## config.mk

```make
export PLATFORM = sky130hd
export DESIGN_NAME = gerenciador_de_ataque_param
export DESIGN_NICKNAME = d
export VERILOG_FILES = /design/src/rtl/gerenciador_pkg.sv /design/src/rtl/detector_de_borda.sv /design/src/rtl/gerenciador_de_ataque_param.sv
export SDC_FILE = /design/constraint.sdc
export NUM_CORES = 1
export LEC_CHECK = 0
export CAP_MARGIN = 0
export CORE_ASPECT_RATIO = 1.25
export CORE_MARGIN = 2
export CORE_UTILIZATION = 53
export DETAILED_ROUTE_END_ITERATION = 10
export PLACE_DENSITY = 0.81
export SETUP_SLACK_MARGIN = 0.4
export SLEW_MARGIN = 20
export SYNTH_ARGS = -nofsm -noshare
export SYNTH_HDL_FRONTEND = slang
export SYNTH_SLANG_ARGS = --single-unit
export TNS_END_PERCENT = 10
```

## constraint.sdc

```tcl
create_clock -name clock -period 6.8 [get_ports clock]
set_input_delay 0.68 -clock clock [delete_from_list [all_inputs] [get_ports clock]]
set_output_delay 0.68 -clock clock [all_outputs]
set_load 0.01 [all_outputs]
```

## src/rtl/gerenciador_pkg.sv

```systemverilog
// Shared types for the naval-battle attack manager: game FSM states and the
// outcome code of the last processed shot.
package gerenciador_pkg;

  typedef enum logic [1:0] {
    OCIOSO  = 2'd0,
    JOGANDO = 2'd1,
    VITORIA = 2'd2,
    DERROTA = 2'd3
  } estado_t;

  typedef enum logic [1:0] {
    NENHUM   = 2'd0,
    ACERTO   = 2'd1,
    ERRO     = 2'd2,
    REPETIDO = 2'd3
  } resultado_t;

endpackage

```

## src/rtl/detector_de_borda.sv

```systemverilog
// One-bit rising-edge detector: pulses for one cycle when i_sinal goes 0->1.
// The pulse is combinational from the current input so it acts on that same edge.
module detector_de_borda (
  input  logic clock,
  input  logic reset,
  input  logic i_sinal,
  output logic o_pulso
);

  logic r_anterior;

  always_ff @(posedge clock) begin
    if (reset) begin
      r_anterior <= 1'b0;
    end else begin
      r_anterior <= i_sinal;
    end
  end

  assign o_pulso = i_sinal & ~r_anterior;

endmodule

```

## src/rtl/gerenciador_de_ataque_param.sv

```systemverilog
// Attack manager for a COLS x ROWS naval-battle board: classifies each fire
// event as hit, miss or repeated/invalid and tracks lives, hits and game end.
module gerenciador_de_ataque_param
  import gerenciador_pkg::*;
#(
  parameter int COLS  = 5,
  parameter int ROWS  = 7,
  parameter int VIDAS = 3
) (
  input  logic                             clock,
  input  logic                             reset,
  input  logic                             enable,
  input  logic                             confirmar,
  input  logic [$clog2(COLS)-1:0]          coordColuna,
  input  logic [$clog2(ROWS)-1:0]          coordLinha,
  input  logic [COLS*ROWS-1:0]             mapa,
  output logic [COLS*ROWS-1:0]             matriz,
  output logic                             LED_R,
  output logic                             LED_G,
  output logic                             LED_B,
  output logic [$clog2(VIDAS+1)-1:0]       vida,
  output logic [$clog2(COLS*ROWS+1)-1:0]   acertos,
  output logic                             vitoria,
  output logic                             derrota
);

  localparam int N  = COLS * ROWS;
  localparam int CW = $clog2(COLS);
  localparam int RW = $clog2(ROWS);
  localparam int IW = $clog2(N);
  localparam int AW = $clog2(N + 1);
  localparam int VW = $clog2(VIDAS + 1);

  localparam logic [CW:0]   COLS_L  = (CW + 1)'(COLS);
  localparam logic [RW:0]   ROWS_L  = (RW + 1)'(ROWS);
  localparam logic [AW-1:0] N_L     = AW'(N);
  localparam logic [VW-1:0] VIDAS_L = VW'(VIDAS);

  estado_t       r_estado;
  resultado_t    r_resultado;
  logic [N-1:0]  r_tiros;
  logic [N-1:0]  r_matriz;
  logic [AW-1:0] r_acertos;
  logic [VW-1:0] r_vida;
  logic          r_vitoria;
  logic          r_derrota;

  logic          w_limpa;
  logic          w_tiro;
  logic          w_valido;
  logic [IW-1:0] w_idx;
  logic [AW-1:0] w_total;
  logic [AW-1:0] w_acertos_prox;
  resultado_t    w_resultado;

  // enable=0 clears the game exactly like reset, including the fire sample.
  assign w_limpa = reset | ~enable;

  detector_de_borda u_borda (
    .clock   (clock),
    .reset   (w_limpa),
    .i_sinal (confirmar),
    .o_pulso (w_tiro)
  );

  assign w_valido = ({1'b0, coordColuna} < COLS_L) && ({1'b0, coordLinha} < ROWS_L);
  assign w_idx    = IW'(coordColuna) * IW'(ROWS) + IW'(coordLinha);

  // Ships on the board; the map is held stable while a game is running.
  always_comb begin
    w_total = '0;
    for (int i = 0; i < N; i++) begin
      w_total = w_total + AW'(mapa[i]);
    end
  end

  assign w_acertos_prox = (r_acertos == N_L) ? r_acertos : r_acertos + AW'(1);

  // NOTE: every always_comb output gets a default first so no path leaves it unassigned, which would infer a latch.
  always_comb begin
    w_resultado = NENHUM;
    if (!w_valido) begin
      w_resultado = REPETIDO;
    end else if (r_tiros[w_idx]) begin
      w_resultado = REPETIDO;
    end else if (mapa[w_idx]) begin
      w_resultado = ACERTO;
    end else begin
      w_resultado = ERRO;
    end
  end

  // NOTE: sequential state uses non-blocking assignments so every register samples pre-edge values.
  always_ff @(posedge clock) begin
    if (w_limpa) begin
      // NOTE: the shot-history register is explicitly cleared; a new game must not inherit old shots.
      r_estado    <= OCIOSO;
      r_resultado <= NENHUM;
      r_tiros     <= '0;
      r_matriz    <= '0;
      r_acertos   <= '0;
      r_vida      <= VIDAS_L;
      r_vitoria   <= 1'b0;
      r_derrota   <= 1'b0;
    end else begin
      case (r_estado)
        OCIOSO: r_estado <= JOGANDO;
        JOGANDO: begin
          if (w_tiro) begin
            r_resultado <= w_resultado;
            case (w_resultado)
              ACERTO: begin
                r_tiros[w_idx]  <= 1'b1;
                r_matriz[w_idx] <= 1'b1;
                r_acertos       <= w_acertos_prox;
                if ((w_acertos_prox == w_total) && (w_total != '0)) begin
                  r_estado  <= VITORIA;
                  r_vitoria <= 1'b1;
                end
              end
              ERRO: begin
                r_tiros[w_idx] <= 1'b1;
                if (r_vida != '0) begin
                  r_vida <= r_vida - VW'(1);
                end
                if (r_vida <= VW'(1)) begin
                  r_estado  <= DERROTA;
                  r_derrota <= 1'b1;
                end
              end
              default: ;
            endcase
          end
        end
        default: ;  // VITORIA and DERROTA hold until cleared
      endcase
    end
  end

  assign matriz  = r_matriz;
  assign acertos = r_acertos;
  assign vida    = r_vida;
  assign vitoria = r_vitoria;
  assign derrota = r_derrota;
  assign LED_R   = (r_resultado == ERRO);
  assign LED_G   = (r_resultado == ACERTO);
  assign LED_B   = (r_resultado == REPETIDO);

endmodule

```

# After elaboration in Yosys (flattened, before gate mapping)
# Cells that the tools add are included.
[totals] regBits=85 inputBits=45 out_inout_bits=48
[classes] add_sub_neg=37 multipliers=1 magnitude_cmp=5 eq_ne=12 mux=15 bitwise=6 reduce_logical=15
[op_table] operator="$add A6 B1 Y6" n=29
[op_table] operator="$or A35 B35 Y35" n=2
[op_table] operator="$bmux W1 S6" n=2
[op_table] operator="$mux W2" n=6
[op_table] operator="$reduce_and A4 Y1" n=3
[op_table] operator="$pmux W2 S2" n=2
[op_table] operator="$lt A6 B7 Y1 const B" n=1
[op_table] operator="$add A5 B1 Y6" n=1
[op_table] operator="$add A6 B1 Y6 const B" n=1
[op_table] operator="$add A6 B3 Y6" n=1
[op_table] operator="$demux W1 S6" n=1
[op_table] operator="$eq A2 B1 Y1 const B" n=3
[op_table] operator="$eq A2 B2 Y1 const B" n=3
[op_table] operator="$eq A6 B6 Y1" n=1
[op_table] operator="$eq A6 B6 Y1 const B" n=1
[op_table] operator="$ge A6 B1 Y1 const B" n=1
[op_table] operator="$lt A3 B3 Y1 const B" n=2
[op_table] operator="$mul A3 B3 Y6 const B" n=1
[op_table] operator="$mux W6" n=1
[op_table] operator="$ne A3 B3 Y1 const B" n=2
[op_table] operator="$reduce_and A3 Y1" n=2
[op_table] operator="$reduce_bool A6 Y1" n=1
[op_table] operator="$add A4 B1 Y5" n=1
[op_table] operator="$reduce_and A5 Y1" n=1
[op_table] operator="16 further kinds" n=22

# Longest topological paths before layout
# Gate-level depths: netlist of the first run.
[logic_depth] ltp_word=40 depth_mapped=20 mapped_depth_nobuf=20

# Modules after synthesis
# A second synthesis of the first run with hierarchy kept.
[hier_totals] cells_unflattened=578 area_unflattened_um2=5049.8
[modules_own_cells] mod="gerenciador_de_ataque_param" instances=1 cells_per_inst=575 area_each_um2=5002.3 seq_area_each_um2=1681.6
[modules_own_cells] mod="detector_de_borda" instances=1 cells_per_inst=3 area_each_um2=47.5 seq_area_each_um2=20.0

# Worst setup path after synthesis of the first run
# No wires, ideal clock.
[synth_path] kind="in2reg" from="in mapa[23]" to="reg r_estado[1]" setup_time_ns=0.074 arrival_time_ns=5.706 required_ns=6.726 path_slack_ns=1.020 cell_stages=19 path_cell_list="inv_1 fa_1 inv_1 fa_1 inv_1 fa_1 inv_1 fa_1 fa_1 inv_1 fa_1 fa_1 and2b_1 o211ai_1 and3_1 nor4b_1 o21ba_1 or4_1 a31oi_1"
[synth_between] elab_chain_cells=16
[synth_lines] element="start, declared" line_no="gerenciador_de_ataque_param.sv:16" rtl="input logic [COLS*ROWS-1:0] mapa,"
[synth_lines] element="$add A6 B1 Y6 (12 in a row)" line_no="gerenciador_de_ataque_param.sv:73" rtl="w_total = w_total + AW'(mapa[i]);"
[synth_lines] element="$eq A6 B6 Y1 / $reduce_bool A6 Y1 (equally long branches)" line_no="gerenciador_de_ataque_param.sv:116" rtl="if ((w_acertos_prox == w_total) && (w_total != '0)) begin"
[synth_lines] element="$logic_and A1 B1 Y1" line_no="gerenciador_de_ataque_param.sv:116"
[synth_lines] element="$ne A3 B3 Y1 (no source line)"
[synth_lines] element="$reduce_and A5 Y1 (no source line)"
[synth_lines] element="end signal, assigned" line_no="gerenciador_de_ataque_param.sv:107" rtl="OCIOSO: r_estado <= JOGANDO;"
[synth_lines] element="end signal, assigned" line_no="gerenciador_de_ataque_param.sv:117" rtl="r_estado <= VITORIA;"
[synth_lines] element="end signal, assigned" line_no="gerenciador_de_ataque_param.sv:127" rtl="r_estado <= DERROTA;"
[synth_lines] element="end, declared" line_no="gerenciador_de_ataque_param.sv:39" rtl="estado_t r_estado;"
# Parallel ways exist; a longest one is shown, timed or not. The select of a mux whose other input is x is not followed.
# A chain may end at the register's enable or synchronous reset.

# Final worst setup path of the first run
[layout_path] from="in mapa[5]" to="reg r_estado[1]"
[layout_between] elab_chain_cells=34
[layout_lines] element="$add A5 B1 Y6" line_no="gerenciador_de_ataque_param.sv:73"
[layout_lines] element="$add A6 B1 Y6 (29 in a row)" line_no="gerenciador_de_ataque_param.sv:73"
[layout_lines] element="$eq A6 B6 Y1 / $reduce_bool A6 Y1 (equally long branches)" line_no="gerenciador_de_ataque_param.sv:116"
[layout_lines] element="$logic_and A1 B1 Y1" line_no="gerenciador_de_ataque_param.sv:116"
[layout_lines] element="$ne A3 B3 Y1 (no source line)"
[layout_lines] element="$reduce_and A5 Y1 (no source line)"
# Parallel ways exist; a longest one is shown, timed or not. The select of a mux whose other input is x is not followed.

==> results of run 1 <==
flip-flops by register name, indices dropped and copies added, names as in the netlist:
name / flops
acertos: 6
derrota: 1
matriz: 35
r_estado: 2
r_resultado: 2
r_tiros: 35
u_borda.r_anterior: 1
vida: 2
vitoria: 1
where the power goes:
group          leakage [nW]  total, mW  internal, mW  switching [mW]
clock                 0.145      0.498         0.296           0.202
sequential            0.685      0.501         0.500         0.00132
combinational          1.70       1.29         0.595           0.694
total                  2.53       2.29          1.39           0.897
placed cells by master (no fill, tap or decap), types with 7 or more instances in the layout:
master / netlist / routed
a21oi_1: 76 / 76
a31oi_1: 12 / 12
and2_1: 7 / 7
buf_4: 0 / 7
clkbuf_16: 0 / 9
clkdlybuf4s50_1: 0 / 92
dfxtp_1: 85 / 85
fa_1: 30 / 29
ha_1: 22 / 22
inv_1: 69 / 69
mux2i_1: 15 / 15
nand2_1: 8 / 8
nor2_1: 97 / 97
o21ai_0: 11 / 11
xnor2_1: 13 / 13
worst register-to-register path, delay by kind of cell, from the launching register on:
kind            cells  cell delay, ns
simple gates        4            1.34
compound gates      5            0.89
flops               1            0.31
fa+ha+maj           1            0.28
mux                 1            0.26
buf+inv             1            0.05
cell families (layout without fill, tap and decap cells):
kind of cell	Yosys count	in the layout	share of synthesized area
AND/OR/NAND/NOR	159	159	0.154
AO/OA/AOI/OAI	129	129	0.153
buffers and inverters	90	184	0.0701
flip-flops	85	85	0.342
adder cells (fa/ha/maj)	52	52	0.176
multiplexers	26	26	0.0732
XOR/XNOR	18	18	0.0317
routing by layer:
metal  global-route usage  vias up  part of all wire
met3               0.0584       33             0.062
met4                0.114        0             0.030
li1                     -     2060                 -
met2                0.462      146              0.52
met5                    0        -                 0
met1                0.294     2118              0.39
how the worst min path moves through the flow:
stage                 from           to  slack, ns  cells after the start
2_1_floorplan  r_tiros[23]  r_tiros[23]       0.43                      2
3_3_place_gp    r_tiros[9]   r_tiros[9]       0.45                      2
3_5_place_dp   r_tiros[23]  r_tiros[23]       0.45                      2
4_1_cts         r_tiros[4]   r_tiros[4]       0.47                      2
5_1_grt         matriz[20]   matriz[20]       0.49                      2
6_report       r_tiros[33]  r_tiros[33]       0.47                      2
area by class of cell:
type / instances / share of cell area
timing repair buffer: 99 / 0.154
clock inverter: 6 / 0.0107
multi-input combinational: 384 / 0.464
sequential: 85 / 0.268
clock buffer: 10 / 0.0377
inverter: 69 / 0.0409
tap: 123 / 0.0243
==> summary.txt, run 1 <==
DP Area - 6020 µm²
Post-synthesis area per instance - 8.90 µm²
DRT Pass-1 Iters - 4
H-tree depth - 3
Final Cycle Share - 0.904
Global-route wire length before repair - 21.3 mm
Final #Nets - 745
Peak Freq - 163 MHz
Power Total - 2.29 mW
Via count - 4357
Initial Utilization - 0.545
Clk Latency, worst-skew pair - 0.34 ns
Sum Neg Setup Slack - 0 ns
Crit path launch - mapa[5]
CTS tree - built
Most common cell in the synthesized netlist - nor2_1
Pre-CTS WS - 0.171 ns
Post-synth cell types - 52
Fin cells - 776
EDFF count, synth - 0
Final wirelength - 12.7 mm
Site row count - 39
Minimum clock period - 6.15 ns
Max-Cap Viols - 0
Worst R2R Start - r_tiros[23]
Worst-path fanout max - 4
Area occupied by multi-input gates - 2940 µm²
IO buf count - 92
Required @ worst endpoint - 7.06 ns
Residual DRC count - 0
Synth Warn # - 0
Worst VDD drop - 254 µV
Detailed placement HPWL - 9.51 mm
Reg2Reg Setup Slack - 3.61 ns
Crit path depth - 18
Asr flop ratio synth - 0
Top cells by area, synth - dfxtp_1 (34%), fa_1 (12%), a21oi_1 (7.6%)
Slowest cell on crit path - fa_1
Max incr delay on CP - 0.55 ns
Worst EP arrival - 6.41 ns
Final setup margin - 0.654 ns
Main synth FF type - dfxtp_1
RSZ-0062 raised after global routing - false
Clock Pin Slew Worst Setup and Hold Paths - 0.06 ns
WS Path Type - in -> reg
DR vias/cell - 5.61
Area share of the leading cell type in the synthesized netlist - 0.342
Max clock buf depth - 2
Full die area - 10200 µm²
Post-CTS Hold Fix Bufs - 0
Final Max Slew Viols - 0
Hold Crit Class - reg -> reg
Die Span X - 90.7 µm
Number of global-route vias before repair - 4528
FF+latch area - 1700 µm²
Layout area overhead - 27.4%
Area of the core - 9130 µm²
CP Launch Type - input pin
Gpl congestion - 0.906
Antenna Nets Post-Route - 0
Root buffer cell - clkbuf_16
Design area - 6340 µm²
Largest net degree at the start of global routing - 78
Sink Count - 85
Num ports - 93
Buffers plus inverters on the worst setup path - 4
Worst rel slew slack - 0.368
Fraction of layout cells with a size suffix above 1 - 0.0689
Post-layout util - 0.695
Lkg Pwr - 2.53 nW
Dpl cells - 760
CTS resizes - 0
Crit-path cells - clkdlybuf4s50_1, inv_1, fa_1, inv_1, fa_1, fa_1, fa_1, fa_1, inv_1, fa_1, fa_2, and2b_2, o211ai_1, and3_1, nor4b_2, o21ba_1, or4_1, a31oi_1
Flops & latches, synth - 85
Synth cell count leaders - nor2_1 (97), dfxtp_1 (85), a21oi_1 (76)
Final setup violation count - 0
Crit path to - r_estado[1]
CTS Buf Count - 9
Global route total overflow - 0
Area leader, netlist - dfxtp_1
Tot GR Track Use - 0.258
Critical Path Most Common Cell - fa_1
Cells after Synth - 559
Slew @ Worst Pin - 0.940 ns
Initial antenna violation count - 0
Initial drt markers - 187
Mapped Area - 4980 µm²
Syn Nets - 656
Post-synthesis sequential area ratio - 0.342
R2R Path End - r_tiros[1]
Number of fill cells - 717
Power Density - 361 nW/µm²
Die H - 112 µm
Critical path's top delay family - adder cells
Post-CTS setup buffers - 0
Worst setup EP type - flop
Status - complete, no violations
Worst clock skew - 0.00916 ns
Min Hold Slack - 0.470 ns
Diode count - 0
Wirelength per Cell - 16.4 µm
Cells on worst reg2reg path - 12
Fin. Hold Viols - 0
No activity file was read; power rests on OpenSTA's default activity.
==> inputs of run 2 (changes only) <==
- HOLD_SLACK_MARGIN: unset -> 0.12
==> results of run 2 <==
Same layout as run 1: the final DEF is identical, and so are final timing and power.
